[src/rtl/systolic_pkg.sv]
// Shared constants for the systolic array slice: scheduler state encoding and
// default array operand widths (also used by the array top).
package systolic_pkg;

  typedef enum logic [1:0] {
    IDLE   = 2'd0,
    SETTLE = 2'd1,
    RESP   = 2'd2
  } schedState_t;

  localparam int unsigned DEF_ROW    = 4;
  localparam int unsigned DEF_COLUMN = 11;

endpackage

[src/rtl/systolic_rr_arb2.sv]
// Two-way round-robin arbiter: one-hot grant, pointer advances past the
// accepted requester when update is strobed.
module systolic_rr_arb2 (
  input  logic       clk,
  input  logic       rst_n,
  input  logic       req0,
  input  logic       req1,
  input  logic       update,
  output logic [1:0] grant
);

  logic rrPtr;

  always_comb begin
    grant = 2'b00;
    if (req0 && req1) grant = rrPtr ? 2'b10 : 2'b01;
    else if (req0)    grant = 2'b01;
    else if (req1)    grant = 2'b10;
  end

  always_ff @(posedge clk or negedge rst_n) begin
    if (!rst_n)      rrPtr <= 1'b0;
    else if (update) rrPtr <= ~grant[1];
  end

endmodule

[src/rtl/systolic_job_sched.sv]
// Shares one combinational systolic array between two requesters: round-robin
// grant, registered operand drive, fixed settle window, valid/ready result.
module systolic_job_sched
  import systolic_pkg::*;
#(
  parameter int unsigned ROW           = DEF_ROW,
  parameter int unsigned COLUMN        = DEF_COLUMN,
  parameter int unsigned SETTLE_CYCLES = 3,
  parameter int unsigned CNT_W         = 8
) (
  input  logic              clk,
  input  logic              rst_n,
  input  logic              req0_valid,
  output logic              req0_ready,
  input  logic [ROW-1:0]    req0_row,
  input  logic [COLUMN-1:0] req0_col,
  input  logic              req1_valid,
  output logic              req1_ready,
  input  logic [ROW-1:0]    req1_row,
  input  logic [COLUMN-1:0] req1_col,
  output logic [ROW-1:0]    arr_row,
  output logic [COLUMN-1:0] arr_col,
  input  logic              arr_out,
  output logic              resp_valid,
  input  logic              resp_ready,
  output logic              resp_data,
  output logic              resp_id,
  output logic              busy,
  output logic [CNT_W-1:0]  jobs_done
);

  localparam int unsigned CW = (SETTLE_CYCLES > 1) ? $clog2(SETTLE_CYCLES) : 1;

  schedState_t   state, stateNext;
  logic [1:0]    grant;
  logic          accept;
  logic          respFire;
  logic [CW-1:0] settleCnt;

  systolic_rr_arb2 uArb (
    .clk    (clk),
    .rst_n  (rst_n),
    .req0   (req0_valid),
    .req1   (req1_valid),
    .update (accept),
    .grant  (grant)
  );

  assign accept     = (state == IDLE) && (grant != 2'b00);
  assign req0_ready = (state == IDLE) && grant[0];
  assign req1_ready = (state == IDLE) && grant[1];
  assign respFire   = (state == RESP) && resp_valid && resp_ready;
  assign busy       = (state != IDLE);

  always_ff @(posedge clk or negedge rst_n) begin
    if (!rst_n) state <= IDLE;
    else        state <= stateNext;
  end

  always_comb begin
    stateNext = state;
    case (state)
      IDLE:    if (accept)          stateNext = SETTLE;
      SETTLE:  if (settleCnt == '0) stateNext = RESP;
      RESP:    if (respFire)        stateNext = IDLE;
      default:                      stateNext = IDLE;
    endcase
  end

  always_ff @(posedge clk or negedge rst_n) begin
    if (!rst_n) begin
      arr_row    <= '0;
      arr_col    <= '0;
      resp_valid <= 1'b0;
      resp_data  <= 1'b0;
      resp_id    <= 1'b0;
      jobs_done  <= '0;
      settleCnt  <= '0;
    end else begin
      case (state)
        IDLE: begin
          if (accept) begin
            arr_row   <= grant[1] ? req1_row : req0_row;
            arr_col   <= grant[1] ? req1_col : req0_col;
            resp_id   <= grant[1];
            settleCnt <= CW'(SETTLE_CYCLES - 1);
          end
        end
        SETTLE: begin
          // arr_out is only trusted on the last cycle of the window
          if (settleCnt == '0) begin
            resp_data  <= arr_out;
            resp_valid <= 1'b1;
          end else begin
            settleCnt <= settleCnt - 1'b1;
          end
        end
        RESP: begin
          if (respFire) begin
            resp_valid <= 1'b0;
            arr_row    <= '0;
            arr_col    <= '0;
            jobs_done  <= jobs_done + 1'b1;
          end
        end
        default: ;
      endcase
    end
  end

endmodule

[config.mk]
export PLATFORM = sky130hd
export DESIGN_NAME = systolic_job_sched
export DESIGN_NICKNAME = d
export VERILOG_FILES = /design/src/rtl/systolic_pkg.sv /design/src/rtl/systolic_rr_arb2.sv /design/src/rtl/systolic_job_sched.sv
export SDC_FILE = /design/constraint.sdc
export NUM_CORES = 1
export LEC_CHECK = 0
export CAP_MARGIN = 20
export CORE_ASPECT_RATIO = 1.4
export CORE_MARGIN = 2
export CORE_UTILIZATION = 46
export CTS_BUF_LIST = sky130_fd_sc_hd__clkbuf_16
export CTS_CLUSTER_DIAMETER = 80
export DETAILED_ROUTE_END_ITERATION = 7
export DONT_BUFFER_PORTS = 1
export SYNTH_ARGS = -nofsm -noshare
export SYNTH_HDL_FRONTEND = slang
export SYNTH_SLANG_ARGS = --single-unit
[constraint.sdc]
create_clock -name clk -period 2 [get_ports clk]
set_clock_uncertainty 0.05 [all_clocks]
set_input_delay 0.2 -clock clk [delete_from_list [all_inputs] [get_ports clk]]
set_output_delay 0.2 -clock clk [all_outputs]
set_load 0.01 [all_outputs]
==> results.yml <==
final_layout:
  drive_above_1_share: 0.109
  final_cell_mix: "dfrtp_1, nand2_1, mux2i_1, o21ai_0"
  fin_util: 0.566
  final_common_cell: "dfrtp_1"
  stdcell_area_um2: 1640
  nets: 174
  stdcell_count: 174
  area_delta_synth_final_pct: 15.9
  insertedDiodeCount: 0
critical_path:
  cp_slowest_cell: "dfrtp_1"
  worstPathRequired_ps: 1750
  cp_top_family: "flip-flops"
  cp-end-kind: "output port"
  cpPeakStageDelay_ps: 440
  start_kind: "flop"
  cp.arrival_ps: 1470
  cp_max_fo: 8
  crit_type: "reg2out"
  critPathBufInv: 1
  path_cells: "nor2_1, inv_1, a211oi_1"
clock_network:
  cts_tree: "done"
  postCtsResizedCells: 0
  clock_latency_ps: 270
  clock_path_buffers: 2
  clkSinkCount: 31
  cts-root-buf: "clkbuf_16"
  cts_max_level: 2
  post_cts_buffers: 0
  cts-buffers-inserted: 5
  clkTransAtPathRegs_ps: 50
placement:
  post-place-ws_ps: 303
  io_buffer_count: 0
  dp_cells: 162
  hpwl_um: 1830
  place.gp.congestion: 0.719
  placed_cell_area_um2: 1430
global_routing:
  antenna_found_initial: 0
  grt_pass1_vias: 971
  grt_pass1_wl_um: 4250
  grtUsageTotal: 0.158
  grt_overflow: 0
  grt_max_degree: 32
die:
  num_rows: 23
  die_x_um: 50.9
  start_util: 0.488
  io_pins: 65
  dieArea_um2: 3550
  die_h_um: 69.7
  core_region_area_um2: 2910
logic_synthesis:
  synth_fp_nets: 167
  synth_top_family_by_area: "compound AO/OA/AOI/OAI gates"
  synthXorXnorAreaFrac: 0.0432
  syn_inst: 129
  synthAdderAreaFrac: 0.0176
  ys_seq_elements: 31
  synthMuxAreaShare: 0.122
  yosysTopAreaCellShare: 0.547
  synth_simple_gate_area_share: 0.109
  synth_area_leaders: "dfrtp_1, mux2i_1, nand2_1"
  yosysWarnings: 0
  syn_avg_cell_area_um2: 11.0
  ys_types: 29
  synth_top_cell_by_area: "dfrtp_1"
  synth_compound_area_frac: 0.123
  syn-cell-area_um2: 1420
  ys_seq_area_frac: 0.547
timing:
  rsz0062_at_grt: "false"
  period_minus_slack_ps: 1720
  timing.final.crit_share: 0.860
  setup_tns_ps: 0
  whs_ps: 36.4
  relSlewSlack: 0.573
  setup_violations: 0
  hold_violations: 0
  tightest_slew_ps: 637
  max_freq_mhz: 581
  timing.final.ws_setup_ps: 279
  maxSlewViolCount: 0
worst_hold_path:
  hp-class: "in2reg"
detailed_routing:
  vias_per_cell: 5.56
  wl_per_cell_um: 14.4
  drc: 0
  first_pass_iters: 4
  ant_nets: 0
  routed_wl_um: 2510
  drtIter0Drc: 12
  vias: 968
pwr:
  pwr-share-comb: 0.241
  power_switching_mw: 0.912
  p_seq_frac: 0.452
  powerDensity_nw_per_um2: 1620
  total_power_mw: 2.66
  clockPowerShare: 0.306
  p_int_mw: 1.75
  switching_share: 0.343
  leakage_nw: 0.800
  ir_worst_vdd_v: 0.00110
flow_run:
  cap_violations: 0
outcome:
  status: "complete, no violations"
logic make-up after synthesis:
kind of cell | Yosys count
fa+ha+maj | 2
buf+inv | 10
xor+xnor | 7
compound gates | 29
flops | 31
simple gates | 33
mux | 17
timing repair:
action / CTS / global route
hold buffers: 3 / 0
hold endpoints to repair: 32 / 0
endpoints found under the setup margin: 0 / 0
synthesized netlist by cell type:
cell type and n:
buf_4 1, o21ai_0 15, xnor2_1 6, and3_1 1, a31oi_1 1, or3b_2 1, dfrtp_1 31, inv_1 6
and4b_1 1, nand2_1 21, mux2i_1 15, a211o_2 1, and3_4 1, ha_1 2, nor3_1 1, xor2_1 1
buf_2 1, o21ai_1 4, o22a_1 1, a21oi_1 3, nand4_1 3, nand3_1 1, a211oi_1 1, mux2_2 2
buf_8 1, clkbuf_2 1, a21o_1 2, o21ai_4 1, nor2_1 3
power by group through the flow:
stage | Clock (mW) | Combinational (mW) | Sequential [mW]
after detailed placement | 0 | 0.627 | 1.22
after global routing | 0.865 | 0.766 | 1.24
after global placement | 0 | 0.598 | 1.20
after floorplan | 0 | 0.546 | 1.15
final | 0.815 | 0.641 | 1.20
after CTS | 0.832 | 0.641 | 1.21
sequential cells by signal, summed over array words and instances (netlist names), 2 cells and up:
signal	flops
arr_row	4
arr_col	11
jobs_done	8
state	2
settleCnt	2
path summary, 6_finish.rpt:
kind / slack (ps) / cells after the start / start / to
setup / recovery: 280 / 3 / state[1] / req0_ready
hold / removal: 40 / 1 / arr_out / resp_data
setup reg to reg: 480 / 5 / state[0] / settleCnt[1]
hold reg to reg: 440 / 1 / settleCnt[1] / settleCnt[1]
max in group asynchronous: 1370 / 2 / rst_n / arr_col[5]
min in group asynchronous: 370 / 2 / rst_n / settleCnt[0]
per-layer routing:
layer  part of all wire  vias up  global-route usage
li1                   -      461                   -
met1               0.39      452               0.182
met2               0.51       53               0.260
met3              0.095        2              0.0711
met4             0.0056        0              0.0450
met5                  0        -                   0
worst reg2reg max path: cells and delay by family, from the launching register on:
family | cells | cell delay (ps)
buffers and inverters | 1 | 260
AOI/OAI and AO/OA | 2 | 470
and+or+nand+nor | 2 | 190
DFF | 1 | 450
cell type report:
class | count | area [µm²]
well taps | 37 | 46.3
clock buffers | 5 | 125
fillers | 256 | 1260
clock inverters | 3 | 38.8
inverters | 6 | 22.5
repair buffers | 4 | 47.5
flip-flops and latches | 31 | 776
multi-input cells | 88 | 588
Note: power is estimated with default switching activity, not from simulation.
